<file path="src/rtl/fxp_result_narrower.sv">
// rtl/fxp_result_narrower.sv - Q16.8 to Q8.8 rounding/saturating narrower with result FIFO
//
// fxp_narrow_q16_q8 : combinational narrowing of one Q16.8 sample
//   data   in  24  signed Q16.8 value
//   shift  in   2  extra arithmetic right shift 0..3, rounded half up
//   result out 16  signed Q8.8 value, clamped to the 16-bit range
//   sat    out  1  result was clamped
//
// fxp_result_narrower : narrower in front of a DEPTH-entry result FIFO
//   clk, rst              rising-edge clock, synchronous active-high reset
//   in_valid/in_ready     upstream handshake; in_ready depends on registers only
//   in_data/in_ovf        Q16.8 result and its upstream overflow flag
//   in_shift              extra right shift applied before narrowing
//   out_valid/out_ready   downstream handshake for the FIFO head
//   out_data/out_flag     head entry (Q8.8, overflow-or-saturation); 0 when empty
//   sat_count             saturating count of entries that were clamped
//   clr_stats             clears sat_count

module fxp_narrow_q16_q8 (
    input  logic [23:0] data,
    input  logic [1:0]  shift,
    output logic [15:0] result,
    output logic        sat
);

    localparam logic signed [24:0] T_MAX = 25'sd32767;
    localparam logic signed [24:0] T_MIN = -25'sd32768;

    logic signed [24:0] wide;
    logic signed [24:0] rnd;
    logic signed [24:0] t;

    always_comb begin
        // One guard bit so that +2^(s-1) on the most positive input cannot wrap.
        wide = {data[23], data};
        case (shift)
            2'd1:    rnd = 25'sd1;
            2'd2:    rnd = 25'sd2;
            2'd3:    rnd = 25'sd4;
            default: rnd = 25'sd0;
        endcase
        // Adding half an LSB then flooring gives round-half-up toward +inf.
        t = (wide + rnd) >>> shift;

        if (t > T_MAX) begin
            result = 16'h7FFF;
            sat    = 1'b1;
        end else if (t < T_MIN) begin
            result = 16'h8000;
            sat    = 1'b1;
        end else begin
            result = t[15:0];
            sat    = 1'b0;
        end
    end

endmodule

module fxp_result_narrower #(
    parameter int DEPTH = 4
) (
    input  logic        clk,
    input  logic        rst,
    input  logic        in_valid,
    output logic        in_ready,
    input  logic [23:0] in_data,
    input  logic        in_ovf,
    input  logic [1:0]  in_shift,
    output logic        out_valid,
    input  logic        out_ready,
    output logic [15:0] out_data,
    output logic        out_flag,
    output logic [7:0]  sat_count,
    input  logic        clr_stats
);

    // DEPTH is a power of two, so pointers wrap modulo DEPTH by plain overflow.
    localparam int PW = (DEPTH > 1) ? $clog2(DEPTH) : 1;
    localparam int CW = PW + 1;
    localparam logic [CW-1:0] FULL_COUNT = CW'(DEPTH);

    // Entry layout: {flag, data[15:0]}
    logic [16:0]   mem [DEPTH];
    logic [PW-1:0] wr_ptr;
    logic [PW-1:0] rd_ptr;
    logic [CW-1:0] count;

    logic [15:0] narrow_data;
    logic        narrow_sat;
    logic        push;
    logic        pop;

    fxp_narrow_q16_q8 u_narrow (
        .data   (in_data),
        .shift  (in_shift),
        .result (narrow_data),
        .sat    (narrow_sat)
    );

    // Handshake status comes straight from the occupancy register, so there is
    // no combinational path from out_ready to in_ready.
    assign in_ready  = (count < FULL_COUNT);
    assign out_valid = (count != '0);
    assign push      = in_valid && in_ready;
    assign pop       = out_valid && out_ready;

    // The empty gate keeps never-written storage off the outputs.
    always_comb begin
        out_data = 16'h0000;
        out_flag = 1'b0;
        if (out_valid) begin
            out_data = mem[rd_ptr][15:0];
            out_flag = mem[rd_ptr][16];
        end
    end

    // Storage is intentionally left unreset.
    always_ff @(posedge clk) begin
        if (push) begin
            mem[wr_ptr] <= {in_ovf | narrow_sat, narrow_data};
        end
    end

    always_ff @(posedge clk) begin
        if (rst) begin
            wr_ptr <= '0;
            rd_ptr <= '0;
            count  <= '0;
        end else begin
            if (push) begin
                wr_ptr <= wr_ptr + 1'b1;
            end
            if (pop) begin
                rd_ptr <= rd_ptr + 1'b1;
            end
            case ({push, pop})
                2'b10:   count <= count + 1'b1;
                2'b01:   count <= count - 1'b1;
                default: count <= count;
            endcase
        end
    end

    // Clear beats a same-cycle increment; in_ovf alone never counts.
    always_ff @(posedge clk) begin
        if (rst || clr_stats) begin
            sat_count <= 8'd0;
        end else if (push && narrow_sat && (sat_count != 8'hFF)) begin
            sat_count <= sat_count + 8'd1;
        end
    end

endmodule

</file>
<file path="config.mk">
export PLATFORM = sky130hd
export DESIGN_NAME = fxp_result_narrower
export DESIGN_NICKNAME = d
export VERILOG_FILES = /design/src/rtl/fxp_result_narrower.sv
export SDC_FILE = /design/constraint.sdc
export NUM_CORES = 1
export LEC_CHECK = 0
export BUFFER_PORTS_ARGS = -buffer_cell sky130_fd_sc_hd__buf_2
export CAP_MARGIN = 20
export CORE_UTILIZATION = 40
export DETAILED_ROUTE_END_ITERATION = 12
export PLACE_DENSITY = 0.71
export SYNTH_ARGS = -nofsm -noshare
export SYNTH_HDL_FRONTEND = slang
export SYNTH_HIERARCHICAL = 1
export SYNTH_SLANG_ARGS = --single-unit
</file>
<file path="constraint.sdc">
create_clock -name clk -period 4.5 [get_ports clk]
set_clock_uncertainty 0.1 [all_clocks]
set_input_delay 0.9 -clock clk [delete_from_list [all_inputs] [get_ports clk]]
set_output_delay 0.9 -clock clk [all_outputs]
set_load 0.02 [all_outputs]
</file>
==> impl_metrics.json <==
{
  "status": "finished clean",
  "htree_levels": 3,
  "maxSlewViolCount": 0,
  "die_y_um": 118,
  "total_power_mw": 2.67,
  "hold_start": "wr_ptr[1]",
  "synth-edff-count": 68,
  "max_freq_mhz": 235,
  "fp.dieW_um": 118,
  "synth_top_area_share": 0.382,
  "cts_made_buffers": 9,
  "worstPathRequired_ns": 4.46,
  "io_buffers": 58,
  "post_dp_cell_area_mm2": 0.00593,
  "ctsHoldBuffers": 0,
  "maxCapViolations": 0,
  "cpPeakStageDelay_ns": 0.51,
  "grt_pass1_vias": 3923,
  "synth.area.top_cells": "edfxtp_1 38%, dfxtp_1 6.4%, mux4_2 4.2%, mux4_1 3.4%, mux2i_1 3.0%",
  "cp_slowest_cell": "or4_4",
  "wirelength_um": 12000,
  "fin_crit_ns": 4.25,
  "peakVddDrop_mv": 0.204,
  "ys_types": 80,
  "start_util": 0.416,
  "dieArea_mm2": 0.0138,
  "ys_seq_area_frac": 0.446,
  "grt_antenna_before_repair": 0,
  "synthCells": 473,
  "gp_congestion": 0.965,
  "critical_path_class": "in -> reg",
  "via_per_inst": 5.58,
  "hold_viol_final": 0,
  "antenna_cells": 0,
  "max-slew-margin-rel": 0.405,
  "io_pins": 59,
  "root_buffer": "clkbuf_16",
  "area_delta_synth_final_pct": 15.8,
  "rows": 41,
  "r2r_setup_slack_ns": 2.22,
  "grt_setup_unrepaired": "no",
  "leakage_nw": 2.23,
  "clock_sinks": 85,
  "hold_class": "reg -> reg",
  "arrival_ns": 4.21,
  "grt_max_degree": 57,
  "period_share": 0.944,
  "num-fill-cells": 1167,
  "stdcell_count": 722,
  "fin_area_mm2": 0.00618,
  "clk_pin_slew_ns": 0.06,
  "whs_ns": 0.401,
  "vias": 4027,
  "overflow": 0,
  "r2r_end": "count[2]",
  "min_path_cells": 2,
  "dp_hpwl_um": 8810,
  "worst_pin_slew_ns": 0.893,
  "syn_area_mm2": 0.00534,
  "drtIter0Drc": 250,
  "setup_viol": 0,
  "grt_use_total": 0.181,
  "core_mm2": 0.0128,
  "final_common_cell": "edfxtp_1",
  "finalNetCount": 588,
  "drc_errors": 0,
  "ys.warnings.count": 6,
  "drive_gt1_frac": 0.291,
  "path_cells": "buf_2 -> inv_1 -> buf_4 -> nand2_1 -> fa_1 -> nand2b_2 -> a21o_1 -> or4_4 -> a21oi_1 -> nand3_1 -> a211oi_2 -> a21oi_2 -> o21ai_0",
  "power_density_mw_per_mm2": 432,
  "synth_fp_nets": 516,
  "mostFrequentLayoutCells": "68 x edfxtp_1, 58 x buf_2, 33 x nor2_1",
  "startpoint": "in_shift[0]",
  "grt_pass1_wl_um": 19900,
  "min_to": "wr_ptr[1]",
  "endpoint_kind": "flop",
  "r2r_cells": 8,
  "cp-start-kind": "input pin",
  "dp_cells": 706,
  "path_max_fanout": 13,
  "synth_top_area_cell": "edfxtp_1",
  "ant_nets": 0,
  "wire_per_inst_um": 16.7,
  "cts_max_path_buffers": 2,
  "cts_tree": "done",
  "drt-pass1-iter-count": 4,
  "syn_area_per_cell_um2": 11.3,
  "yosys_most_used_dff": "edfxtp_1",
  "synth_seq_cells": 85,
  "async_flop_share": 0,
  "ctsResizeCount": 0,
  "r2r_start": "count[2]",
  "clk-insertion-delay-late_ns": 0.33,
  "cts_setup_buffers": 0
}
critical path: cells and delay by family:
kind,cells,cell delay (ns)
compound gates,5,1.50
simple gates,4,1.01
fa+ha+maj,1,0.42
buf+inv,3,0.37
area by class of cell:
class                      instances  area [µm²]  area share
multi-input combinational        336        2700       0.436
sequential                        85        2380       0.385
inverter                          23        86.3      0.0140
clock inverter                     6        30.0     0.00486
tap                              172         215      0.0348
clock buffer                      10         229      0.0370
timing repair buffer              90         543      0.0878
sequential cells by signal, summed over array words and instances, names as in the netlist, named ones only:
name       flops
mem           68
sat_count      8
count          3
wr_ptr         2
rd_ptr         2
how the worst max path moves through the flow:
stage | to | slack, ns
finish | mem[1][3] | 0.25
global route | sat_count[7] | 0.02
floorplan | sat_count[5] | 0.009
CTS | mem[1][3] | 0.25
global placement | sat_count[3] | 0.11
detailed placement | sat_count[3] | -0.006
cell usage after synthesis, types with 7 or more instances:
master,count
edfxtp_1,68
nor2_1,33
nand2_1,30
a21oi_1,26
inv_1,22
o21ai_0,19
dfxtp_1,17
mux2i_1,16
a31oi_1,12
nand3_1,12
nand4_1,12
nor3_1,12
nor2b_4,11
buf_2,10
mux4_2,10
ha_1,9
xor2_1,9
a211oi_1,7
clkbuf_1,7
mux4_1,7
nor2b_1,7
layer usage:
layer,track usage,up-vias,wire [µm],part of all wire
met4,0.0609,0,147,0.012
met3,0.0281,10,441,0.037
li1,-,1972,-,-
met1,0.241,1945,5620,0.47
met5,0,-,0,0
met2,0.300,100,5840,0.48
per-stage QoR:
step / utilization / setup WS, ns / setup TNS, ns
6_report: 0.482 / 0.251 / 0
5_1_grt: 0.482 / 0.0160 / 0
4_1_cts: 0.482 / 0.254 / 0
3_5_place_dp: 0.462 / -0.00569 / -0.00569
3_3_place_gp: 0.462 / 0.113 / 0
2_1_floorplan: - / 0.00948 / 0
power by group:
part | switching [mW] | total (mW) | leakage, nW | internal (mW)
logic | 0.558 | 0.987 | 1.35 | 0.429
clock network | 0.276 | 0.643 | 0.127 | 0.367
registers | 0.0808 | 1.04 | 0.757 | 0.960
cell families (layout without fill, tap and decap cells):
group / Yosys count / count (layout) / synth area share
simple gates: 158 / 158 / 0.181
xor+xnor: 14 / 14 / 0.0230
mux: 34 / 34 / 0.109
flops: 85 / 85 / 0.446
fa+ha+maj: 11 / 11 / 0.0286
compound gates: 119 / 119 / 0.163
buf+inv: 52 / 129 / 0.0506
No activity file was read; power rests on OpenSTA's default activity.
